<file path="config.mk">
export PLATFORM = sky130hd
export DESIGN_NAME = pattern_tx
export DESIGN_NICKNAME = d
export VERILOG_FILES = /design/src/rtl/pattern_tx.sv
export SDC_FILE = /design/constraint.sdc
export NUM_CORES = 1
export LEC_CHECK = 0
export CAP_MARGIN = 20
export CORE_MARGIN = 10
export CORE_UTILIZATION = 30
export CTS_CLUSTER_SIZE = 8
export DETAILED_ROUTE_END_ITERATION = 8
export PLACE_DENSITY = 0.56
export SETUP_SLACK_MARGIN = 0.02
export SYNTH_ARGS = -nofsm -noshare
export SYNTH_HDL_FRONTEND = slang
export SYNTH_SLANG_ARGS = --single-unit
</file>
<file path="constraint.sdc">
create_clock -name clk -period 4 [get_ports clk]
set_clock_uncertainty 0.05 [all_clocks]
set_input_delay 0.6 -clock clk [delete_from_list [all_inputs] [get_ports clk]]
set_output_delay 0.6 -clock clk [all_outputs]
set_load 0.01 [all_outputs]
</file>
<file path="src/rtl/pattern_tx.sv">
// Serial pattern transmitter: sends a latched PAT_W-bit pattern MSB first,
// repeated reps times with gap zero bits between repetitions, then pulses done.
module pattern_tx #(
    parameter int PAT_W = 4
) (
    input  logic             clk,
    input  logic             rst,
    input  logic             start,
    input  logic [PAT_W-1:0] pattern,
    input  logic [3:0]       reps,
    input  logic [1:0]       gap,
    output logic             out,
    output logic             valid,
    output logic             busy,
    output logic             done
);
    localparam int IW = (PAT_W > 1) ? $clog2(PAT_W) : 1;
    localparam logic [IW-1:0] TOP = IW'(PAT_W - 1);

    typedef enum logic [1:0] {IDLE, SEND, GAP, DONE} state_t;

    state_t           state, state_n;
    logic [PAT_W-1:0] pat_q, pat_n;
    logic [IW-1:0]    idx, idx_n;
    logic [3:0]       rep_cnt, rep_n;
    logic [1:0]       gap_q, gap_qn;
    logic [1:0]       gap_cnt, gap_cnt_n;

    always_ff @(posedge clk) begin
        if (rst) begin
            state   <= IDLE;
            pat_q   <= '0;
            idx     <= '0;
            rep_cnt <= '0;
            gap_q   <= '0;
            gap_cnt <= '0;
        end else begin
            state   <= state_n;
            pat_q   <= pat_n;
            idx     <= idx_n;
            rep_cnt <= rep_n;
            gap_q   <= gap_qn;
            gap_cnt <= gap_cnt_n;
        end
    end

    always_comb begin
        state_n   = state;
        pat_n     = pat_q;
        idx_n     = idx;
        rep_n     = rep_cnt;
        gap_qn    = gap_q;
        gap_cnt_n = gap_cnt;
        case (state)
            IDLE: begin
                if (start) begin
                    if (reps != 4'd0) begin
                        state_n = SEND;
                        pat_n   = pattern;
                        rep_n   = reps;
                        gap_qn  = gap;
                        idx_n   = TOP;
                    end else begin
                        state_n = DONE;
                    end
                end
            end
            SEND: begin
                if (idx == '0) begin
                    rep_n = rep_cnt - 4'd1;
                    if (rep_cnt == 4'd1) begin
                        state_n = DONE;
                    end else if (gap_q == 2'd0) begin
                        // back-to-back repetition keeps the bit stream contiguous
                        idx_n = TOP;
                    end else begin
                        state_n   = GAP;
                        gap_cnt_n = gap_q;
                    end
                end else begin
                    idx_n = idx - 1'b1;
                end
            end
            GAP: begin
                gap_cnt_n = gap_cnt - 2'd1;
                if (gap_cnt == 2'd1) begin
                    state_n = SEND;
                    idx_n   = TOP;
                end
            end
            DONE: state_n = IDLE;
            default: state_n = IDLE;
        endcase
    end

    // Moore outputs: decoded from registered state only, so out is 0 whenever valid is 0
    assign valid = (state == SEND);
    assign out   = valid & pat_q[idx];
    assign busy  = (state == SEND) || (state == GAP);
    assign done  = (state == DONE);

endmodule

</file>
==> flow_metrics.tcl, run 1 <==
set metrics [dict create \
    status "completed" \
    nFillCells 372 \
    synthTopCellsByArea "dfxtp_1 30%, ha_1 12%, mux2i_1 6.7%" \
    syn_avg_cell_area_um2 9.301 \
    ir_drop_mv 0.1570 \
    netlist.area_leader.share_pct 30.48 \
    multi_input_area_um2 684.4 \
    routedWlPerCell_um 14.98 \
    rows 21 \
    ctsHtreeMaxLevel 1 \
    layout_common_cells "16 x dfxtp_1, 16 x clkdlybuf4s50_1, 12 x nor2_1, 10 x ha_1, 8 x inv_1" \
    die-area_um2 6271 \
    cp_slowest_stage_delay_ns 0.54 \
    crit_type "reg -> out" \
    hp-class "reg -> reg" \
    route.detailed.drc 0 \
    firstDrtPassIters 4 \
    synth_enable_flop_cells 0 \
    setup_viol 0 \
    antenna_found_initial 0 \
    seq_area_um2 320.3 \
    routed_wl_mm 2.621 \
    ys_warn_count 0 \
    cpMaxStageDelayCell "clkdlybuf4s50_1" \
    met1_usage_pct 8.628 \
    met2_usage_pct 16.23 \
    synth-main-ff-cell "dfxtp_1" \
    cts_tree "done" \
    die_h_um 79.19 \
    grt_usage_pct 8.631 \
    insertedDiodeCount 0 \
    slew_viol_final 0 \
    fin_ws_ns 1.362 \
    core_um2 3363 \
    cp-start-kind "flop" \
    clock_latency_ns 0.30 \
    rsz0062_at_grt "no" \
    fmax_ghz 0.3791 \
    worstPathRequired_ns 3.35 \
    ys_seq_area_share_pct 30.48 \
    syn-num-nets 136 \
    ctsResizeCount 0 \
    min_path_cells 2 \
    leakagePower_nw 0.5099 \
    fin_nets 153 \
    worstPathArrival_ns 1.99 \
    netlist_area_um2 1051 \
    finalPower_mw 0.9116 \
    p_per_area_nw_per_um2 707.3 \
    globalRoute.totalOverflow 0 \
    grt_pass1_wl_mm 4.367 \
    numCtsBuffers 3 \
    post_cts.repair.setup_buffers 0 \
    via_per_inst 5.269 \
    path_cells "inv_1 -> ha_1 -> and2_1 -> clkdlybuf4s50_1" \
    grt_pass1_vias 933 \
    synth_seq_cells 16 \
    finalHoldViolCount 0 \
    final_layout_size_suffix_gt1_share_pct 10.08 \
    busiest_layer "met2" \
    yosysTopAreaCell "dfxtp_1" \
    syn_inst 113 \
    fin_tns_setup_ns 0 \
    io_buffers 16 \
    clockRootBuffer "clkbuf_4" \
    fin_util_pct 38.32 \
    relSlewSlack_pct 45.66 \
    fin_crit_ns 2.638 \
    reg2regPathDepth 6 \
    worst_pin_slew_ns 0.8048 \
    start_util_pct 31.25 \
    cts_sinks 16 \
    grt_max_degree 17 \
    hold_buffers 0 \
    antenna_left 0 \
    async_flop_share_pct 0 \
    vias 922 \
    place_congestion 0.7607 \
    post-place-ws_ns 1.591 \
    path_clk_slew_ns 0.11 \
    cap_violations 0 \
    die_width_um 79.19 \
    post-route-period-util_pct 65.95 \
    clockBufferDepth 2 \
    synth_cell_type_count 39 \
    path_max_fanout 11 \
    met3_usage_pct 2.140 \
    drtIter0Drc 60 \
    crit_path_end_kind "primary output" \
    dp_hpwl_mm 2.049 \
    syn2layout_area_growth_pct 22.62 \
    io-pin-count 17 \
]
-- layout make-up --
cell class | count | area share (%)
Sequential cell | 16 | 24.85
Timing Repair Buffer | 16 | 12.43
Clock buffer | 4 | 2.816
Tap cell | 46 | 4.466
Multi-Input combinational cell | 85 | 53.11
Inverter | 8 | 2.330
-- state kept, by name, summed over array words and instances, names as in the netlist --
name,cells
pat_q,4
gap_cnt,2
idx,2
rep_cnt,4
gap_q,2
state,2
-- power by group --
| part | switching [mW] | total, mW | internal [mW] |
|---|---|---|---|
| Combinational | 0.303 | 0.543 | 0.240 |
| Sequential | 0.0440 | 0.256 | 0.212 |
| Clock | 0.0567 | 0.112 | 0.0555 |
-- kinds of logic after synthesis --
kind of cell / share of synthesized area, %
adders and majority gates: 11.90
buffers and inverters: 4.404
muxes: 8.810
DFF: 30.48
AOI/OAI and AO/OA: 26.91
and+or+nand+nor: 17.50
-- final timing paths --
path                            slack [ns]          to     start
worst max-delay path                  1.36         out  state[1]
worst min-delay path                  0.47      idx[1]    idx[1]
worst max register to register        1.91  rep_cnt[0]  state[0]
worst min register to register        0.47      idx[1]    idx[1]
-- worst max-delay path: cells and delay by family (launching register included) --
kind | cells | cell delay, ns
simple gates | 1 | 0.19
flops | 1 | 0.37
buf+inv | 2 | 0.67
fa+ha+maj | 1 | 0.45
-- cell usage after synthesis (2+ instances only) --
master and number:
dfxtp_1 16, nor2_1 12, ha_1 10, inv_1 8
a21oi_1 7, mux2i_1 7, o21ai_0 7, nand2_1 5
nor2b_1 4, a211oi_1 3, nor3_1 3, a2111oi_4 2
a221oi_1 2, clkbuf_1 2
-- per-layer routing --
metal  wire [um]  vias up
li1            -      449
met1        1049      450
met2        1422       19
met3         113        4
met4          35        0
met5           0        -
-- metrics by stage --
step           instances  hold WS [ns]  instance area (um^2)
3_5_place_dp         171        0.4513                  1252
4_1_cts              175        0.4653                  1289
6_report             175        0.4680                  1289
5_1_grt              175        0.5130                  1289
2_1_floorplan        113        0.4078                  1051
3_3_place_gp         171        0.4268                  1252
(Power assumes the default switching activity.)
==> run 2, diff against run 1 <==
--- a/config.mk
+++ b/config.mk
@@ -10,7 +10,7 @@
 export CORE_UTILIZATION = 30
 export CTS_CLUSTER_SIZE = 8
 export DETAILED_ROUTE_END_ITERATION = 8
-export PLACE_DENSITY = 0.56
+export PLACE_DENSITY = 0.58
 export SETUP_SLACK_MARGIN = 0.02
 export SYNTH_ARGS = -nofsm -noshare
 export SYNTH_HDL_FRONTEND = slang
==> constraint.sdc (replaced) <==
create_clock -name clk -period 2.4 [get_ports clk]
set_clock_uncertainty 0.05 [all_clocks]
set_input_delay 0.36 -clock clk [delete_from_list [all_inputs] [get_ports clk]]
set_output_delay 0.36 -clock clk [all_outputs]
set_load 0.01 [all_outputs]
==> flow_metrics.tcl, run 2 (synthesis results as in run 1) <==
set metrics [dict create \
    layout_common_cells "16 x dfxtp_1, 16 x clkdlybuf4s50_1, 12 x nor2_1, 9 x ha_1, 8 x inv_1" \
    route.detailed.drc 0 \
    antenna_found_initial 0 \
    post-place-ws_ns 0.2245 \
    clockBufferDepth 2 \
    post-route-period-util_pct 90.81 \
    grt_pass1_vias 910 \
    die-area_um2 6271 \
    fin_crit_ns 2.179 \
    grt_pass1_wl_mm 4.174 \
    power.share.combinational_pct 61.6 \
    routedWlPerCell_um 13.78 \
    start_util_pct 31.25 \
    largestRegisters "pat_q x4, rep_cnt x4" \
    antenna_left 0 \
    core_um2 3363 \
    relSlewSlack_pct 50.32 \
    ctsHtreeMaxLevel 1 \
    worst_pin_slew_ns 0.7358 \
    crit_type "reg -> out" \
    r2r_end "rep_cnt[1]" \
    insertedDiodeCount 0 \
    met1Wirelength_mm 1.095 \
    r2r_start "state[0]" \
    wl_met3_um 123 \
    cap_violations 0 \
    fmax_ghz 0.4589 \
    vias 893 \
    globalRoute.totalOverflow 0 \
    dp_hpwl_mm 1.900 \
    cts_tree "done" \
    clockRootBuffer "clkbuf_4" \
    routed_wl_mm 2.412 \
    path_clk_slew_ns 0.09 \
    reg2regPathDepth 6 \
    slew_viol_final 0 \
    leakagePower_nw 0.5085 \
    place_congestion 0.8183 \
    cts_sinks 16 \
    worstPathArrival_ns 1.77 \
    drtIter0Drc 65 \
    pwr-share-seq_pct 28.9 \
    met2_length_mm 1.167 \
    firstDrtPassIters 4 \
    rsz0062_at_grt "no" \
    die_width_um 79.19 \
    path_max_fanout 2 \
    p_sw_mw 0.6570 \
    crit_path_end_kind "primary output" \
    status "completed" \
    netSwitchingFraction_pct 44.15 \
    ir_drop_mv 0.5800 \
    cp-start-kind "flop" \
    hold_buffers 0 \
    post_cts.repair.setup_buffers 0 \
    worstPathRequired_ns 1.99 \
    syn2layout_area_growth_pct 23.21 \
    p_per_area_nw_per_um2 1149 \
    setup_viol 0 \
    io-pin-count 17 \
    die_h_um 79.19 \
    fin_ws_ns 0.2207 \
    top_layer "met4" \
    p_clk_share_pct 9.5 \
    cp-startpoint "idx[1]" \
    numCtsBuffers 3 \
    hp-class "reg -> reg" \
    via_per_inst 5.103 \
    finalHoldViolCount 0 \
    fin_nets 154 \
    grt_usage_pct 8.004 \
    nFillCells 376 \
    final_layout_size_suffix_gt1_share_pct 10.85 \
    clock_latency_ns 0.28 \
    cellInternalPower_mw 0.8312 \
    cp-endpoint "out" \
    rrSetupSlack_ns 0.28 \
    grt_max_degree 17 \
    io_buffers 16 \
    rows 21 \
    fin_tns_setup_ns 0 \
]
## run 2: changes by cell type in the layout (fill, tap and decap cells not counted)
cell	change
clkbuf_8	-1
ha_1	-1
ha_4	+1
buf_4	+1
## run 2: power by group through the flow
stage | Sequential [mW] | Combinational, mW | Clock [mW]
4_1_cts | 0.426 | 0.910 | 0.148
6_report | 0.430 | 0.917 | 0.141
3_3_place_gp | 0.428 | 0.880 | 0
2_1_floorplan | 0.411 | 0.693 | 0
3_5_place_dp | 0.432 | 0.900 | 0
5_1_grt | 0.446 | 1.02 | 0.160
## run 2: metal layers
layer | vias to the layer above | global-route usage, %
li1 | 449 | -
met1 | 426 | 9.126
met2 | 14 | 13.46
met3 | 4 | 2.703
met4 | 0 | 3.047
met5 | - | 0
## run 2: cell type report
type                            instances  area, um^2  share of cell area, %
Clock buffer                            3       22.52                  1.739
Inverter                                8       30.03                  2.319
Multi-Input combinational cell         85       696.9                  53.82
Sequential cell                        16       320.3                  24.73
Tap cell                               46       57.56                  4.444
Timing Repair Buffer                   17       167.7                  12.95
## run 2: worst min path at each step
| stage | from | endpoint | slack, ns | cells after the start |
|---|---|---|---|---|
| global placement | pat_q[0] | pat_q[0] | 0.43 | 2 |
| finish | idx[1] | idx[1] | 0.44 | 2 |
| floorplan | pat_q[1] | pat_q[1] | 0.41 | 2 |
| detailed placement | idx[1] | idx[1] | 0.43 | 2 |
| CTS | idx[1] | idx[1] | 0.45 | 2 |
| global route | idx[1] | idx[1] | 0.49 | 2 |
## run 2: metrics by stage
stage | hold WS (ns) | instance area (um^2) | power [mW] | utilization [%] | std cells
2_1_floorplan | 0.4078 | 1051 | 1.103 | - | 113
3_3_place_gp | 0.4261 | 1260 | 1.308 | 37.46 | 172
3_5_place_dp | 0.4333 | 1260 | 1.333 | 37.46 | 172
4_1_cts | 0.4481 | 1285 | 1.484 | 38.21 | 175
5_1_grt | 0.4875 | 1295 | 1.631 | 38.50 | 175
6_report | 0.4424 | 1295 | 1.488 | 38.50 | 175
## run 2: timing repair
action                                  CTS  global route
cloned                                    0             0
endpoints found under the setup margin    1             1
gates resized for setup                   1             1
pin swaps                                 0             0
## run 2: critical path, stage by stage (launching register included)
cell             delay, ns
dfxtp_1               0.35
mux4_2                0.48
and2_1                0.17
clkdlybuf4s50_1       0.48
==> run 3, diff against run 2 <==
--- a/config.mk
+++ b/config.mk
@@ -12,6 +12,7 @@
 export DETAILED_ROUTE_END_ITERATION = 8
 export PLACE_DENSITY = 0.58
 export SETUP_SLACK_MARGIN = 0.02
+export SLEW_MARGIN = 40
 export SYNTH_ARGS = -nofsm -noshare
 export SYNTH_HDL_FRONTEND = slang
 export SYNTH_SLANG_ARGS = --single-unit
==> constraint.sdc (replaced) <==
create_clock -name clk -period 2.4 [get_ports clk]
set_clock_uncertainty 0.05 [all_clocks]
set_input_delay 0.48 -clock clk [delete_from_list [all_inputs] [get_ports clk]]
set_output_delay 0.48 -clock clk [all_outputs]
set_load 0.01 [all_outputs]
==> flow_metrics.tcl, run 3 (synthesis results as in run 1) <==
set metrics [dict create \
    p_sw_mw 0.6710 \
    start_util_pct 31.25 \
    power.share.combinational_pct 60.1 \
    nFillCells 356 \
    crit_buf_inv 2 \
    core_um2 3363 \
    clockRootBuffer "clkbuf_4" \
    fin_crit_ns 2.203 \
    grt_pass1_vias 903 \
    leakagePower_nw 0.5391 \
    numCtsBuffers 3 \
    routedWlPerCell_um 14.15 \
    finalHoldViolCount 0 \
    p_per_area_nw_per_um2 1175 \
    cellInternalPower_mw 0.8649 \
    rows 21 \
    ir_drop_mv 0.5418 \
    antenna_left 0 \
    clockBufferDepth 2 \
    vias 887 \
    worstPathRequired_ns 1.87 \
    path_max_fanout 5 \
    ctsHtreeMaxLevel 1 \
    place_congestion 0.7842 \
    crit_type "reg -> out" \
    post-place-ws_ns 0.08529 \
    io-pin-count 17 \
    die_h_um 79.19 \
    path_clk_slew_ns 0.11 \
    insertedDiodeCount 0 \
    fin_ws_ns 0.1970 \
    final_layout_size_suffix_gt1_share_pct 12.21 \
    io_buffers 16 \
    post-route-period-util_pct 91.79 \
    relSlewSlack_pct 57.76 \
    rsz0062_at_grt "no" \
    status "completed" \
    cts_sinks 16 \
    p_clk_share_pct 12.0 \
    drtIter0Drc 45 \
    antenna_found_initial 0 \
    fmax_ghz 0.4539 \
    cts_tree "done" \
    netSwitchingFraction_pct 43.69 \
    hp-class "reg -> reg" \
    syn2layout_area_growth_pct 24.40 \
    fin_nets 155 \
    dp_hpwl_mm 1.967 \
    globalRoute.totalOverflow 0 \
    route.detailed.drc 0 \
    worstPathArrival_ns 1.67 \
    rrSetupSlack_ns 0.32 \
    cpMaxStageDelayCell "clkdlybuf4s50_1" \
    hold_buffers 0 \
    crit_path_end_kind "primary output" \
    grt_max_degree 17 \
    routed_wl_mm 2.505 \
    die_width_um 79.19 \
    firstDrtPassIters 4 \
    slew_viol_final 0 \
    path_cells "inv_1 -> ha_1 -> clkdlybuf4s50_1" \
    grt_pass1_wl_mm 4.077 \
    layout_common_cells "15 x dfxtp_1, 15 x clkdlybuf4s50_1, 12 x nor2_1, 10 x ha_1, 8 x inv_1" \
    setup_viol 0 \
    via_per_inst 5.011 \
    largestRegisters "pat_q x4, rep_cnt x4" \
    pwr-share-seq_pct 27.9 \
    fin_tns_setup_ns 0 \
    cp-start-kind "flop" \
    cap_violations 0 \
    crit_family "buffers and inverters" \
    worst_pin_slew_ns 0.6316 \
    die-area_um2 6271 \
    clock_latency_ns 0.30 \
    cp_slowest_stage_delay_ns 0.53 \
    grt_usage_pct 8.000 \
]
## run 3: worst paths after layout
path,endpoint,startpoint,depth (start not counted)
hold reg to reg,idx[1],idx[1],2
hold / removal,idx[1],idx[1],2
setup / recovery,busy,state[1],3
setup reg to reg,rep_cnt[0],state[1],6
## run 3: worst min-delay path, delay by kind of cell (launching register included)
kind / cells / cell delay, ns
buf+inv: 1 / 0.07
flops: 1 / 0.33
compound gates: 1 / 0.06
## run 3: through the flow
step | area, um^2 | hold slack, ns | total power [mW] | utilization, % | cells
3_3_place_gp | 1267 | 0.4295 | 1.324 | 37.69 | 173
6_report | 1308 | 0.4404 | 1.536 | 38.88 | 177
3_5_place_dp | 1267 | 0.4461 | 1.350 | 37.69 | 173
5_1_grt | 1308 | 0.4837 | 1.662 | 38.88 | 177
4_1_cts | 1304 | 0.4605 | 1.540 | 38.76 | 177
2_1_floorplan | 1051 | 0.4078 | 1.103 | - | 113
## run 3: layout make-up
class,count,area [um^2],share of cell area [%]
Inverter,8,30.03,2.297
Timing Repair Buffer,18,177.7,13.59
Clock buffer,4,36.28,2.775
Tap cell,46,57.56,4.402
Multi-Input combinational cell,85,684.4,52.34
Sequential cell,16,321.6,24.59
## run 3: repair_timing
| action | in CTS | in global routing |
|---|---|---|
| resized for setup | 0 | 2 |
| setup endpoints to repair | 0 | 1 |
| setup buffers | 0 | 0 |
## run 3: power by group through the flow
stage / Clock (mW) / Sequential (mW) / Combinational, mW
final: 0.185 / 0.428 / 0.923
after global routing: 0.203 / 0.443 / 1.02
after CTS: 0.189 / 0.425 / 0.926
after detailed placement: 0 / 0.432 / 0.919
after global placement: 0 / 0.428 / 0.895
after floorplan: 0 / 0.411 / 0.693
## run 3: metal layers
| metal | GRT usage [%] | routed length [um] | vias to the layer above |
|---|---|---|---|
| li1 | - | - | 452 |
| met1 | 9.178 | 1170 | 420 |
| met2 | 13.30 | 1194 | 13 |
| met3 | 2.703 | 122 | 2 |
| met4 | 3.226 | 17 | 0 |
| met5 | 0 | 0 | - |
